## src/rtl/sub.sv

```systemverilog
// ============================================================================
//  Module      : sub
//  Description : Registered WIDTH-bit subtractor with borrow-in, returning the
//                difference, unsigned borrow-out (CF) and signed overflow (OF)
//                one clock after a valid input. Define SUB_ZF_EN to add a
//                registered zero flag (ZF).
//  Revision    : 1.0 - initial release
// ============================================================================
`default_nettype none

module sub #(
   parameter int WIDTH = 32
) (
   input  logic             clk,
   input  logic             rst_n,
   input  logic             in_valid,
   input  logic [WIDTH-1:0] sr,
   input  logic [WIDTH-1:0] tg,
   input  logic             bin,
   output logic [WIDTH-1:0] res,
   output logic             CF,
   output logic             OF,
`ifdef SUB_ZF_EN
   output logic             ZF,
`endif
   output logic             out_valid
);

   logic [WIDTH:0]   w_bin_ext;
   logic [WIDTH:0]   w_diff;
   logic             w_of;

   logic [WIDTH-1:0] r_res;
   logic             r_cf;
   logic             r_of;
   logic             r_valid;

   // The extra top bit of the widened difference is the unsigned borrow-out;
   // tg + bin cannot wrap inside WIDTH+1 bits, so tg = all-ones with bin = 1
   // always borrows.
   assign w_bin_ext = {{WIDTH{1'b0}}, bin};
   assign w_diff    = {1'b0, sr} - {1'b0, tg} - w_bin_ext;

   // With equal operand signs the exact result always fits, even with a
   // borrow-in, so overflow needs differing operand signs and a result whose
   // sign differs from the minuend.
   assign w_of = (sr[WIDTH-1] ^ tg[WIDTH-1]) & (w_diff[WIDTH-1] ^ sr[WIDTH-1]);

   always_ff @(posedge clk or negedge rst_n) begin
      if (!rst_n) begin
         r_res   <= '0;
         r_cf    <= 1'b0;
         r_of    <= 1'b0;
         r_valid <= 1'b0;
      end else begin
         r_valid <= in_valid;
         if (in_valid) begin
            r_res <= w_diff[WIDTH-1:0];
            r_cf  <= w_diff[WIDTH];
            r_of  <= w_of;
         end
      end
   end

`ifdef SUB_ZF_EN
   logic r_zf;

   always_ff @(posedge clk or negedge rst_n) begin
      if (!rst_n) begin
         r_zf <= 1'b0;
      end else if (in_valid) begin
         r_zf <= (w_diff[WIDTH-1:0] == '0);
      end
   end

   assign ZF = r_zf;
`endif

   assign res       = r_res;
   assign CF        = r_cf;
   assign OF        = r_of;
   assign out_valid = r_valid;

endmodule

`default_nettype wire

```

## config.mk

```make
export PLATFORM = sky130hd
export DESIGN_NAME = sub
export DESIGN_NICKNAME = d
export VERILOG_FILES = /design/src/rtl/sub.sv
export SDC_FILE = /design/constraint.sdc
export NUM_CORES = 1
export LEC_CHECK = 0
export BUFFER_PORTS_ARGS = -buffer_cell sky130_fd_sc_hd__buf_4
export CAP_MARGIN = 30
export CORE_ASPECT_RATIO = 0.75
export CORE_MARGIN = 1.5
export CORE_UTILIZATION = 58
export DETAILED_ROUTE_END_ITERATION = 7
export MAX_ROUTING_LAYER = met4
export PLACE_DENSITY = 0.87
export SLEW_MARGIN = 10
export SYNTH_ARGS = -nofsm -noshare
export SYNTH_HDL_FRONTEND = slang
export SYNTH_SLANG_ARGS = --single-unit
```

## constraint.sdc

```tcl
create_clock -name clk -period 2.32 [get_ports clk]
set_input_delay 0 -clock clk [delete_from_list [all_inputs] [get_ports clk]]
set_output_delay 0 -clock clk [all_outputs]
set_load 0.02 [all_outputs]
```

### Yosys cells after proc, flatten, opt, wreduce, memory -nomap -nowiden

Cells that the tools add are included.

| word-level totals | value |
|---|---|
| flip-flop bits (word level) | 35 |
| logic and storage cells | 9 |

| operators by class | value |
|---|---|
| add/subtract/negate cells | 2 |
| bitwise logic cells | 3 |

Operators with widths:

| cell | number |
|---|---|
| subtractor 32 x 32 -> 33 bit | 1 |
| subtractor 33 x 1 -> 33 bit | 1 |
| XOR 1 bit | 2 |
| bitwise AND 1 bit | 1 |

### Longest topological paths before layout

| depth | value |
|---|---|
| depth after elaboration | 4 |
| gate-level depth with buffers | 13 |
| mapped depth without buffers | 12 |

### Least setup slack after synthesis

No wires, ideal clock.

| path | value |
|---|---|
| path kind | in2reg |
| start point | input port tg[0] |
| end point | register r_res[29], in the netlist res[29] |
| setup time | 0.120 ns |
| data arrival time | 2.384 ns |
| required time | 2.200 ns |
| setup slack | -0.184 ns |
| stages | 12 |
| path buffers | 0 |
| cells stage by stage | inv_1 > fa_1 > inv_1 > ha_1 > o211a_1 > a211o_1 > o21ai_2 > a31oi_2 > a31oi_4 > nor4_1 > or3_1 > a31o_1 |

| on the way | value |
|---|---|
| longest elaborated chain between the ends | 2 |

Ends and longest elaborated chain:

| element | line | source |
|---|---|---|
| start: declaration | 18 | `input logic [WIDTH-1:0] tg,` |
| subtractor 32 x 32 -> 33 bit | 42 | `assign w_diff = {1'b0, sr} - {1'b0, tg} - w_bin_ext;` |
| subtractor 33 x 1 -> 33 bit | 42 |  |
| end signal: assignment | 58 | `r_res <= w_diff[WIDTH-1:0];` |
| end: declaration | 33 | `logic [WIDTH-1:0] r_res;` |

No other way between the ends.
A chain may end at the register's enable or synchronous reset.

### Final worst setup path

| path | value |
|---|---|
| start point | input port sr[0] |
| end point | register r_res[31], in the netlist res[31] |

| on the way | value |
|---|---|
| longest elaborated chain between the ends | 2 |

Ends and longest elaborated chain:

| element | line | source |
|---|---|---|
| start: declaration | 17 | `input logic [WIDTH-1:0] sr,` |
| subtractor 32 x 32 -> 33 bit | 42 |  |
| subtractor 33 x 1 -> 33 bit | 42 |  |

No other way between the ends.

==> metrics <==
leak pwr=2.78 nW; CTS tree=built; Post-DRT Antenna Nets=0; compound-cell area share of the yosys netlist=20.1%; Net Sw Power=1.52 mW; Final nets=744; Starting Density=60.4%; Worst-path clk slew=70 ps; fmax=433 MHz; # diodes=0; period utilisation layout=99.6%; Hold Crit Depth=3; P&R area growth vs syn=36.6%; Worst Tran Pin Value=552 ps; Netlist cell types=55; port bufs=102; largest net degree at the start of global routing=43; Hold Path Class=in2reg; most common cell after layout, fill and taps aside=buf_4; simple-gate share of the synthesized area=10.8%; vias in the first global route=3808; final hold violation count=0; R2R Path Start=res[29]; clk_lat worst skew=280 ps; I/O Pins=103; sw frac=42.0%; sequential share of power=26.3%; drt total wl=10500 µm; Hold Startpoint=sr[1]; R2R depth=2; Worst Path Max Fanout=3; DPL Wire Length=8370 µm; Worst Skew=0 ps; post-synthesis sequential area ratio=23.0%; total power=3.61 mW; via-per-instance ratio=5.54; CP top delay family=compound AO/OA/AOI/OAI gates; Worst IR Drop VDD=0.479 mV; Buffers & Inverters on Critical Path=2; Synth Area in XOR/XNOR=6.79%; number of H-tree levels=2; worst reg-to-reg setup slack=1460 ps; startpoint class of the critical path=primary input; remaining global-route overflow=0; crit path capture type=flip-flop; Synth Area in Adders=21.4%; critical path required time=2490 ps; Max Cap Viol=0; register bit total from synthesis=35; Crit path depth=12; multiplexer share of the synthesized area=6.50%; DRT Pass-1 Iters=5; Inserted Clock Buffers=5; die area=7080 µm²; worst path arrival time=2480 ps; r2r endpoint=res[29]; clk sinks=35; routability congestion estimate=0.915; RSZ-0062 raised after global routing=yes; die width=96.6 µm; Max transition margin=62.8%; Root Driver=clkbuf_8; DRC errors left=0; Gate power share=60.7%; Hold Path Sink=res[0]; Max clock buf depth=2; min cycle time layout=2310 ps; CP peak stage delay=580 ps; Pins Over Slew Limit=0; worst-path cell chain=buf_6 -> fa_2 -> inv_2 -> ha_4 -> o211a_1 -> a211o_4 -> o21ai_2 -> nor4b_4 -> o2111ai_1 -> and2_4 -> xor2_1 -> mux2_4; Avg Inst Size Synth=8.20 µm²; clock share of power=13.0%; Internal=2.10 mW; largest family of logic cells by synthesized area=adder cells; gate count after technology mapping=465; outcome=complete, no violations; Net Count, Synth=597; Critical Path Slowest Stage Cell=fa_2; total global routing track utilization=31.0%; Final setup viols=0; P per Cell Area=693 nW/µm²; critical setup path kind=in2reg; core area=6320 µm²; FFs w/ async S/R, synth=100%; Avg WL per Cell=15.2 µm; leading register cell type out of synthesis=dfrtp_1; number of antenna violations at the first check in global routing=0; number of enable flip-flop cells after synthesis=0; first-pass GRT wire length=17300 µm; Site Rows=25; Netlist Area Pre-Place=3810 µm²; Die Y=73.2 µm; Core Util, Final=82.5%; routed vias=3841; commonest cells after routing, fill and taps aside=151 x buf_4, 100 x inv_1, 61 x ha_1, 40 x a21oi_1, 35 x dfrtp_1; YS warnings=0; share of layout cells above drive strength 1=33.5%; DRT iter0 DRCs=195
-- power by group through the flow --
stage	registers [mW]	logic [mW]	clock network (mW)
6_report	0.951	2.19	0.468
5_1_grt	0.969	2.36	0.499
4_1_cts	0.947	2.15	0.472
3_5_place_dp	0.953	2.12	0
3_3_place_gp	0.947	2.05	0
2_1_floorplan	1.18	0.992	0
-- worst max-delay path by stage --
stage | from | to | slack [ps]
6_report | sr[0] | res[31] | 10
3_5_place_dp | sr[0] | res[29] | -320
4_1_cts | sr[0] | res[29] | -4
3_3_place_gp | sr[0] | res[29] | -240
2_1_floorplan | sr[0] | res[29] | -70
5_1_grt | sr[0] | res[29] | -70
-- cell type report --
type | instances | area [µm²]
well taps | 81 | 101
clock buffers | 6 | 82.6
fillers | 388 | 1110
repair buffers | 153 | 1150
inverters | 103 | 387
flip-flops and latches | 35 | 876
multi-input cells | 314 | 2610
clock inverters | 1 | 5.00
-- stage by stage --
stage | cells | area, µm² | TNS [ps] | hold WS [ps] | setup WS, ps
floorplan | 465 | 3860 | -93.7 | -296 | -66.0
global placement | 684 | 5040 | -1980 | -6.58 | -240
detailed placement | 684 | 5040 | -3210 | -4.85 | -323
CTS | 693 | 5170 | -4.23 | 64.5 | -4.23
global route | 693 | 5210 | -301 | 92.8 | -68.4
finish | 693 | 5210 | 0 | 61.0 | 9.82
-- cell families (layout without fill, tap and decap cells) --
kind of cell               count (synthesis)  in the layout
DFF                                       35             35
muxes                                     22             22
buffers and inverters                    116            263
xor gates and xnor gates                  28             28
and+or+nand+nor                           84             84
AOI/OAI and AO/OA                        116            116
adders and majority gates                 64             64
-- per-layer routing --
layer | up-vias | global-route usage (%) | part of all wire [%]
li1 | 1861 | - | -
met5 | - | - | 0
met1 | 1793 | 40.7 | 45
met3 | 26 | 4.98 | 7.8
met4 | 0 | 5.64 | 1.3
met2 | 161 | 51.9 | 46
-- tightest hold or removal path: stages --
cell,delay [ps]
buf_4,130
xnor2_1,120
a21oi_1,60
-- what timing repair did --
action | in CTS | in global routing
resized for setup | 4 | 7
endpoints found under the hold margin | 35 | 0
pin swaps | 3 | 2
gates cloned | 0 | 0
endpoints found under the setup margin | 3 | 11
setup buffers | 1 | 0
hold buffers | 1 | 0
-- registers in the layout (all words and copies together), names as in the netlist --
name,count
res,32
CF,1
OF,1
out_valid,1
-- cells in the mapped netlist (all sizes together) (4+ instances only) --
library cell | number | area, µm²
a21oi | 40 | 200
a211oi | 4 | 30.0
mux2 | 22 | 248
nand2 | 25 | 93.8
buf | 5 | 21.3
a31oi | 11 | 90.1
dfrtp | 35 | 876
nand2b | 4 | 32.5
and3 | 4 | 25.0
xor2 | 9 | 78.8
ha | 62 | 776
a21o | 12 | 90.1
clkbuf | 8 | 30.0
nor2b | 4 | 25.0
inv | 103 | 387
o21bai | 6 | 45.0
o21ai | 22 | 114
xnor2 | 18 | 158
nand3 | 4 | 20.0
nor2 | 26 | 97.6
nand4 | 6 | 37.5
No activity file was read; power rests on OpenSTA's default activity.
